[src/rtl/regfile_write_ctrl.sv]
// Write-side controller for the integer register file: ALU/LSU write-back arbitration,
// long-latency destination scoreboard, and in-flight write forwarding for decode.
module regfile_write_ctrl #(
  parameter int unsigned width_p = 32,
  parameter int unsigned depth_p = 32
) (
  input  logic                                    clk_i,
  input  logic                                    rst_i,
  input  logic                                    alu_valid_i,
  input  logic [((depth_p > 1) ? $clog2(depth_p) : 1)-1:0] alu_rd_i,
  input  logic [width_p-1:0]                      alu_data_i,
  input  logic                                    lsu_valid_i,
  output logic                                    lsu_ready_o,
  input  logic [((depth_p > 1) ? $clog2(depth_p) : 1)-1:0] lsu_rd_i,
  input  logic [width_p-1:0]                      lsu_data_i,
  input  logic                                    issue_valid_i,
  input  logic [((depth_p > 1) ? $clog2(depth_p) : 1)-1:0] issue_rd_i,
  input  logic [((depth_p > 1) ? $clog2(depth_p) : 1)-1:0] rs1_addr_i,
  input  logic [((depth_p > 1) ? $clog2(depth_p) : 1)-1:0] rs2_addr_i,
  output logic                                    rs1_busy_o,
  output logic                                    rs2_busy_o,
  output logic                                    rs1_fwd_valid_o,
  output logic [width_p-1:0]                      rs1_fwd_data_o,
  output logic                                    rs2_fwd_valid_o,
  output logic [width_p-1:0]                      rs2_fwd_data_o,
  output logic                                    wr_en_o,
  output logic [((depth_p > 1) ? $clog2(depth_p) : 1)-1:0] rd_addr_o,
  output logic [width_p-1:0]                      rd_data_o,
  output logic                                    sb_err_o
);

  localparam int unsigned AW   = (depth_p > 1) ? $clog2(depth_p) : 1;
  localparam int unsigned NREG = 1 << AW;

  logic               wr_en_q, wr_en_d;
  logic [AW-1:0]      rd_addr_q, rd_addr_d;
  logic [width_p-1:0] rd_data_q, rd_data_d;
  logic [NREG-1:0]    pending_q, pending_d;
  logic               sb_err_q, sb_err_d;

  logic               lsu_hs;
  logic               sel_valid;
  logic [AW-1:0]      sel_rd;
  logic [width_p-1:0] sel_data;
  logic [NREG-1:0]    set_vec, clr_vec;
  logic               err_issue, err_lsu;

  // ALU always wins; the LSU is only offered the port when the ALU is idle.
  assign lsu_ready_o = ~rst_i & ~alu_valid_i;
  assign lsu_hs      = lsu_valid_i & lsu_ready_o;

  always_comb begin
    sel_valid = 1'b0;
    sel_rd    = '0;
    sel_data  = '0;
    if (alu_valid_i) begin
      sel_valid = 1'b1;
      sel_rd    = alu_rd_i;
      sel_data  = alu_data_i;
    end else if (lsu_hs) begin
      sel_valid = 1'b1;
      sel_rd    = lsu_rd_i;
      sel_data  = lsu_data_i;
    end
  end

  // x0 writes are consumed but never reach the port; address/data hold when idle.
  always_comb begin
    wr_en_d   = sel_valid & (sel_rd != '0);
    rd_addr_d = rd_addr_q;
    rd_data_d = rd_data_q;
    if (wr_en_d) begin
      rd_addr_d = sel_rd;
      rd_data_d = sel_data;
    end
  end

  // Scoreboard: a new issue overrides a completion to the same register.
  always_comb begin
    set_vec = '0;
    clr_vec = '0;
    if (issue_valid_i && (issue_rd_i != '0) && (32'(issue_rd_i) < depth_p)) begin
      set_vec[issue_rd_i] = 1'b1;
    end
    if (lsu_hs && (lsu_rd_i != '0)) begin
      clr_vec[lsu_rd_i] = 1'b1;
    end
    pending_d    = (pending_q & ~clr_vec) | set_vec;
    pending_d[0] = 1'b0;
  end

  always_comb begin
    err_issue = issue_valid_i & (issue_rd_i != '0) & pending_q[issue_rd_i]
              & ~clr_vec[issue_rd_i];
    err_lsu   = lsu_hs & (lsu_rd_i != '0) & ~pending_q[lsu_rd_i];
    sb_err_d  = sb_err_q | err_issue | err_lsu;
  end

  always_ff @(posedge clk_i) begin
    if (rst_i) begin
      wr_en_q   <= 1'b0;
      rd_addr_q <= '0;
      rd_data_q <= '0;
      pending_q <= '0;
      sb_err_q  <= 1'b0;
    end else begin
      wr_en_q   <= wr_en_d;
      rd_addr_q <= rd_addr_d;
      rd_data_q <= rd_data_d;
      pending_q <= pending_d;
      sb_err_q  <= sb_err_d;
    end
  end

  // Busy comes from registered scoreboard state only; pending_q[0] is never set.
  assign rs1_busy_o      = pending_q[rs1_addr_i];
  assign rs2_busy_o      = pending_q[rs2_addr_i];
  assign rs1_fwd_valid_o = wr_en_q & (rd_addr_q == rs1_addr_i);
  assign rs2_fwd_valid_o = wr_en_q & (rd_addr_q == rs2_addr_i);
  assign rs1_fwd_data_o  = rd_data_q;
  assign rs2_fwd_data_o  = rd_data_q;

  assign wr_en_o   = wr_en_q;
  assign rd_addr_o = rd_addr_q;
  assign rd_data_o = rd_data_q;
  assign sb_err_o  = sb_err_q;

endmodule
[config.mk]
export PLATFORM = sky130hd
export DESIGN_NAME = regfile_write_ctrl
export DESIGN_NICKNAME = d
export VERILOG_FILES = /design/src/rtl/regfile_write_ctrl.sv
export SDC_FILE = /design/constraint.sdc
export NUM_CORES = 1
export LEC_CHECK = 0
export ABC_AREA = 1
export ABC_CLOCK_PERIOD_IN_PS = 1780
export CORE_MARGIN = 4
export CORE_UTILIZATION = 40
export DETAILED_ROUTE_END_ITERATION = 12
export HOLD_SLACK_MARGIN = 0.08
export PLACE_DENSITY = 0.77
export SYNTH_ARGS = -nofsm -noshare
export SYNTH_HDL_FRONTEND = slang
export SYNTH_SLANG_ARGS = --single-unit
export TNS_END_PERCENT = 5
[constraint.sdc]
create_clock -name clk_i -period 1.78 [get_ports clk_i]
set_clock_uncertainty 0.2 [all_clocks]
set_input_delay 0.356 -clock clk_i [delete_from_list [all_inputs] [get_ports clk_i]]
set_output_delay 0.356 -clock clk_i [all_outputs]
set_load 0.05 [all_outputs]
== Word level (Yosys, flattened, before mapping) ==
Cells that the tools add are included.
Cells by class
  div/mod/pow operators: 0
  equal/unequal tests: 2
  reductions and logical operators: 7
  bitwise logic cells: 19
  magnitude comparators: 6
  shifts and indexed selects: 0
  multiplexer cells: 22
  add/subtract/negate cells: 0
  $mul: 0
Operators with widths (number)
  32-bit two-way mux: 4
  32-bit bitwise AND: 1
  32-bit NOT: 1
  32-bit OR: 1
  1-bit binary-select mux with 5-bit select: 5
  5-bit by 6-bit < comparator with 1-bit output, second input constant: 4
  5-bit nonzero test: 3
  1-bit bitwise AND: 10
  1-bit demux with 5-bit select: 2
  5-bit equality test: 2
  5-bit by 1-bit greater-or-equal comparator with 1-bit output, second input constant: 2
  5-bit two-way mux: 2
  1-bit two-way mux: 9
  1-bit logical AND: 4
  1-bit NOT: 4
  1-bit OR: 2
Word-level totals
  memory bits (writable): 0
  bits of input ports: 94
  flip-flop bits (word level): 71
  memory bits (read-only): 0
  word-level logic and storage cells: 62
  bits in latches: 0
  memories: 0
  output and inout bits: 108

== Logic depth before layout (Yosys ltp) ==
  depth after elaboration: 11
  mapped depth: 14
  mapped depth without buffers: 14

== Worst setup path after synthesis ==
No wires, ideal clock.
  path kind: input to output
  start: input port rs1_addr_i[0] (netlist name)
  end: output port rs1_fwd_valid_o
  required time: 1.224 ns
  setup slack: -1.251 ns
  arrival: 2.475 ns
  path buffers: 2
  cell stages on the path: 6
  cells stage by stage: clkbuf_1 inv_1 clkbuf_1 nand2_1 nand4_1 nor4_1
On the way
  longest elaborated chain between the ends: 2
Ends and longest elaborated chain
  start: declaration: line 18  | input logic [((depth_p > 1) ? $clog2(depth_p) : 1)-1:0] rs1_addr_i,
  5-bit equality test: line 118  | assign rs1_fwd_valid_o = wr_en_q & (rd_addr_q == rs1_addr_i);
  1-bit bitwise AND: line 118
  end: declaration: line 22  | output logic rs1_fwd_valid_o,
No other way between the ends.

== Worst setup path in the final report ==
  start: register pending_q[6]
  end: output port rs1_busy_o
On the way
  longest elaborated chain between the ends: 2
Ends and longest elaborated chain
  start: declaration: line 38  | logic [NREG-1:0] pending_q, pending_d;
  start signal: assignment: line 110  | pending_q <= pending_d;
  1-bit binary-select mux with 5-bit select: line 116  | assign rs1_busy_o = pending_q[rs1_addr_i];
  1-bit two-way mux (not written as such): line 116
  end: declaration: line 20  | output logic rs1_busy_o,
No other way between the ends. The select of a mux whose other input is x is not followed.

==> results_dict.tcl <==
set metrics [dict create \
    drc 0 \
    syn_area_per_cell_um2 6.175 \
    finalSetupTns_ps -2050 \
    cts_sinks 70 \
    period_minus_slack_ps 2231 \
    wl_mm 29.52 \
    rsz0062_at_grt "yes" \
    hold_class "input pin to flop" \
    num_vias 7702 \
    synthTopCellsByCount "nand2_1, o21ai_0, dfxtp_1" \
    fmax_ghz 0.4482 \
    end_kind "output pin" \
    post-synth-top-count-cell "nand2_1" \
    synth_nets 930 \
    rr_worst_depth 15 \
    first_global_vias 7457 \
    synth_seq_area_share_pct 27.14 \
    cts_tree "built" \
    grt.overflow.total 0 \
    swShare_pct 37.83 \
    drt-wirelength-per-cell_um 22.48 \
    finalMaxSlewViolations 0 \
    syn_inst 836 \
    firstDrtPassIters 7 \
    ys_ff_latch 70 \
    dp_hpwl_mm 19.23 \
    max-clock-path-buffers 2 \
    place_congestion 0.9617 \
    finalSetupViolations 17 \
    cp.depth 9 \
    layout_setup_ws_ps -451.1 \
    nets 1231 \
    p_switching_mw 2.512 \
    yosysUniqueCellTypes 33 \
    tightest_slew_ps 488.6 \
    hold_depth 4 \
    viasPerCell 5.866 \
    area_delta_synth_final_pct 96.53 \
    powerDensity_mw_per_mm2 654.5 \
    core_area_mm2 0.01262 \
    dp.cells 1275 \
    h-tree-depth 3 \
    synthFlopType "dfxtp_1" \
    period_share_pct 125.3 \
    outcome "complete, but fails checks" \
    holdBufCountCts 0 \
    cap_violations 0 \
    synth_area_leaders "dfxtp_1, nand2_1, buf_4, o21ai_0, a21oi_1" \
    worstPathCellList "inv_2, a21oi_1, o21ai_0, nand3_1, o211ai_1, nand2_1, nor2_2, a31oi_4, buf_12" \
    post-route-util_pct 80.40 \
    fp.dieH_um 121.6 \
    drive_above_1_share_pct 38.30 \
    async_flop_share_pct 0 \
    internal_power_mw 4.128 \
    cts_buffers 9 \
    die_w_um 121.6 \
    grt_pass1_wl_mm 40.66 \
    power_frac_seq_pct 28.1 \
    cp.required_ps 1220 \
    antenna_found_initial 0 \
    p_clk_share_pct 28.2 \
    leakage_nw 4.342 \
    io_pins 202 \
    crit_buf_inv 2 \
    hold_viol 0 \
    cts-root-buf "clkbuf_16" \
    critPathSlowestCell "dfxtp_2" \
    worstPathMaxFanout 2 \
    clkTransAtPathRegs_ps 60 \
    placed_area_mm2 0.009235 \
    slowest_delay_ps 340 \
    yosys_warnings 0 \
    clock_latency_ps 350 \
    die_area_mm2 0.01479 \
    stdcell_count 1313 \
    grt_usage_pct 35.41 \
    netlist_area_mm2 0.005162 \
    violations "setup timing" \
    design_area_mm2 0.01015 \
    worstPathArrival_ps 1680 \
    synth.largest_area_cell "dfxtp_1" \
    p_comb_share_pct 43.7 \
    cpLargestDelayFamily "compound AO/OA/AOI/OAI gates" \
    slew-limit-headroom_pct 67.38 \
    synth_edf_count 0 \
    critPathLaunchType "flop" \
    synth.top_cell.area_share_pct 27.14 \
    ant_nets 0 \
    fin_total_pwr_mw 6.640 \
    num_rows 41 \
    numPortBuffers 201 \
    start_util_pct 40.91 \
    nFillCells 758 \
    antenna_cells 0 \
    critPathKind "flop to output pin" \
    grt_max_degree 37 \
    ir_worst_vdd_mv 0.5430 \
    drtIter0Drc 1124 \
]
==> power groups by stage <==
stage,sequential (mW),clock (mW),combinational (mW)
floorplan,2.01,0,1.12
global placement,1.89,0,2.58
detailed placement,1.89,0,2.62
CTS,1.86,1.86,2.72
global route,1.88,1.93,2.97
finish,1.87,1.87,2.90
==> worst reg2reg max path, stage by stage (launching register included) <==
cell and delay [ps]:
dfxtp_2 350, inv_4 50, buf_4 120, buf_4 120, buf_4 120, nor2_1 100, a21oi_1 50, nand2_1 90
nand2_1 50, nand2_1 70, nor2_1 50, nand2_1 50, nand3_1 80, nor2_1 90, nand2_1 50, a21oi_1 120
==> metrics by stage <==
step | setup slack, ps | hold WS [ps]
after detailed placement | -861.6 | 362.3
final | -451.1 | 278.8
after global routing | -471.2 | 293.5
after CTS | -395.7 | 378.1
after global placement | -769.5 | 343.0
after floorplan | -233.7 | 256.6
==> placed cells by master (no fill, tap or decap), drive strengths merged <==
| cell | netlist | routed |
|---|---|---|
| a211oi | 1 | 1 |
| a21o | 5 | 5 |
| a21oi | 55 | 55 |
| a22oi | 13 | 13 |
| a31oi | 34 | 34 |
| buf | 84 | 305 |
| bufinv | 0 | 1 |
| clkbuf | 23 | 14 |
| clkdlybuf4s15 | 0 | 3 |
| clkdlybuf4s50 | 0 | 71 |
| clkinv | 1 | 3 |
| clkinvlp | 0 | 2 |
| dfxtp | 70 | 70 |
| dlygate4sd2 | 0 | 6 |
| dlymetal6s2s | 0 | 7 |
| inv | 53 | 54 |
| nand2 | 238 | 238 |
| nand3 | 48 | 48 |
| nand4 | 14 | 14 |
| nor2 | 72 | 72 |
| nor3 | 12 | 12 |
| nor4 | 2 | 2 |
| o211ai | 5 | 5 |
| o21ai | 96 | 96 |
| o221ai | 3 | 3 |
| o22ai | 3 | 3 |
| xor2 | 4 | 4 |
==> registers in the layout, summed over array words and instances (netlist names) <==
name / cells
pending_q: 31
sb_err_o: 1
wr_en_o: 1
rd_data_o: 32
rd_addr_o: 5
==> final cells by class <==
type	instances	area (um2)	share of cell area, %
sequential	70	1439	14.18
tap	172	215.2	2.121
clock buffer	10	239.0	2.355
multi-input combinational	605	3198	31.52
inverter	54	235.2	2.318
clock inverter	5	58.81	0.5796
timing repair inverter	1	5.005	0.04933
timing repair buffer	396	4756	46.87
==> metal layers <==
layer | GRT usage (%) | share of wire (%) | vias up
li1 | - | - | 3349
met1 | 39.62 | 34 | 3515
met2 | 62.25 | 48 | 631
met3 | 8.449 | 11 | 207
met4 | 18.56 | 7.8 | 0
met5 | 0 | 0 | -
==> final timing paths <==
path                      start            end  slack [ps]
setup / recovery   pending_q[6]     rs1_busy_o        -450
hold / removal      alu_valid_i   rd_data_o[2]         280
setup reg to reg  pending_q[11]       sb_err_o         -50
hold reg to reg   pending_q[20]  pending_q[20]         390
==> what timing repair did <==
item,CTS,global route
pin swaps,13,27
resized for setup,100,73
gates cloned,5,2
setup endpoints to repair,74,75
setup buffers,2,14
==> cells by family after synthesis <==
logic type,Yosys count,share of synthesized area [%]
AOI/OAI and AO/OA,215,23.12
xor gates and xnor gates,4,0.6786
buffers and inverters,161,17.30
DFF,70,27.14
and+or+nand+nor,386,31.75
No activity file was read; power rests on OpenSTA's default activity.
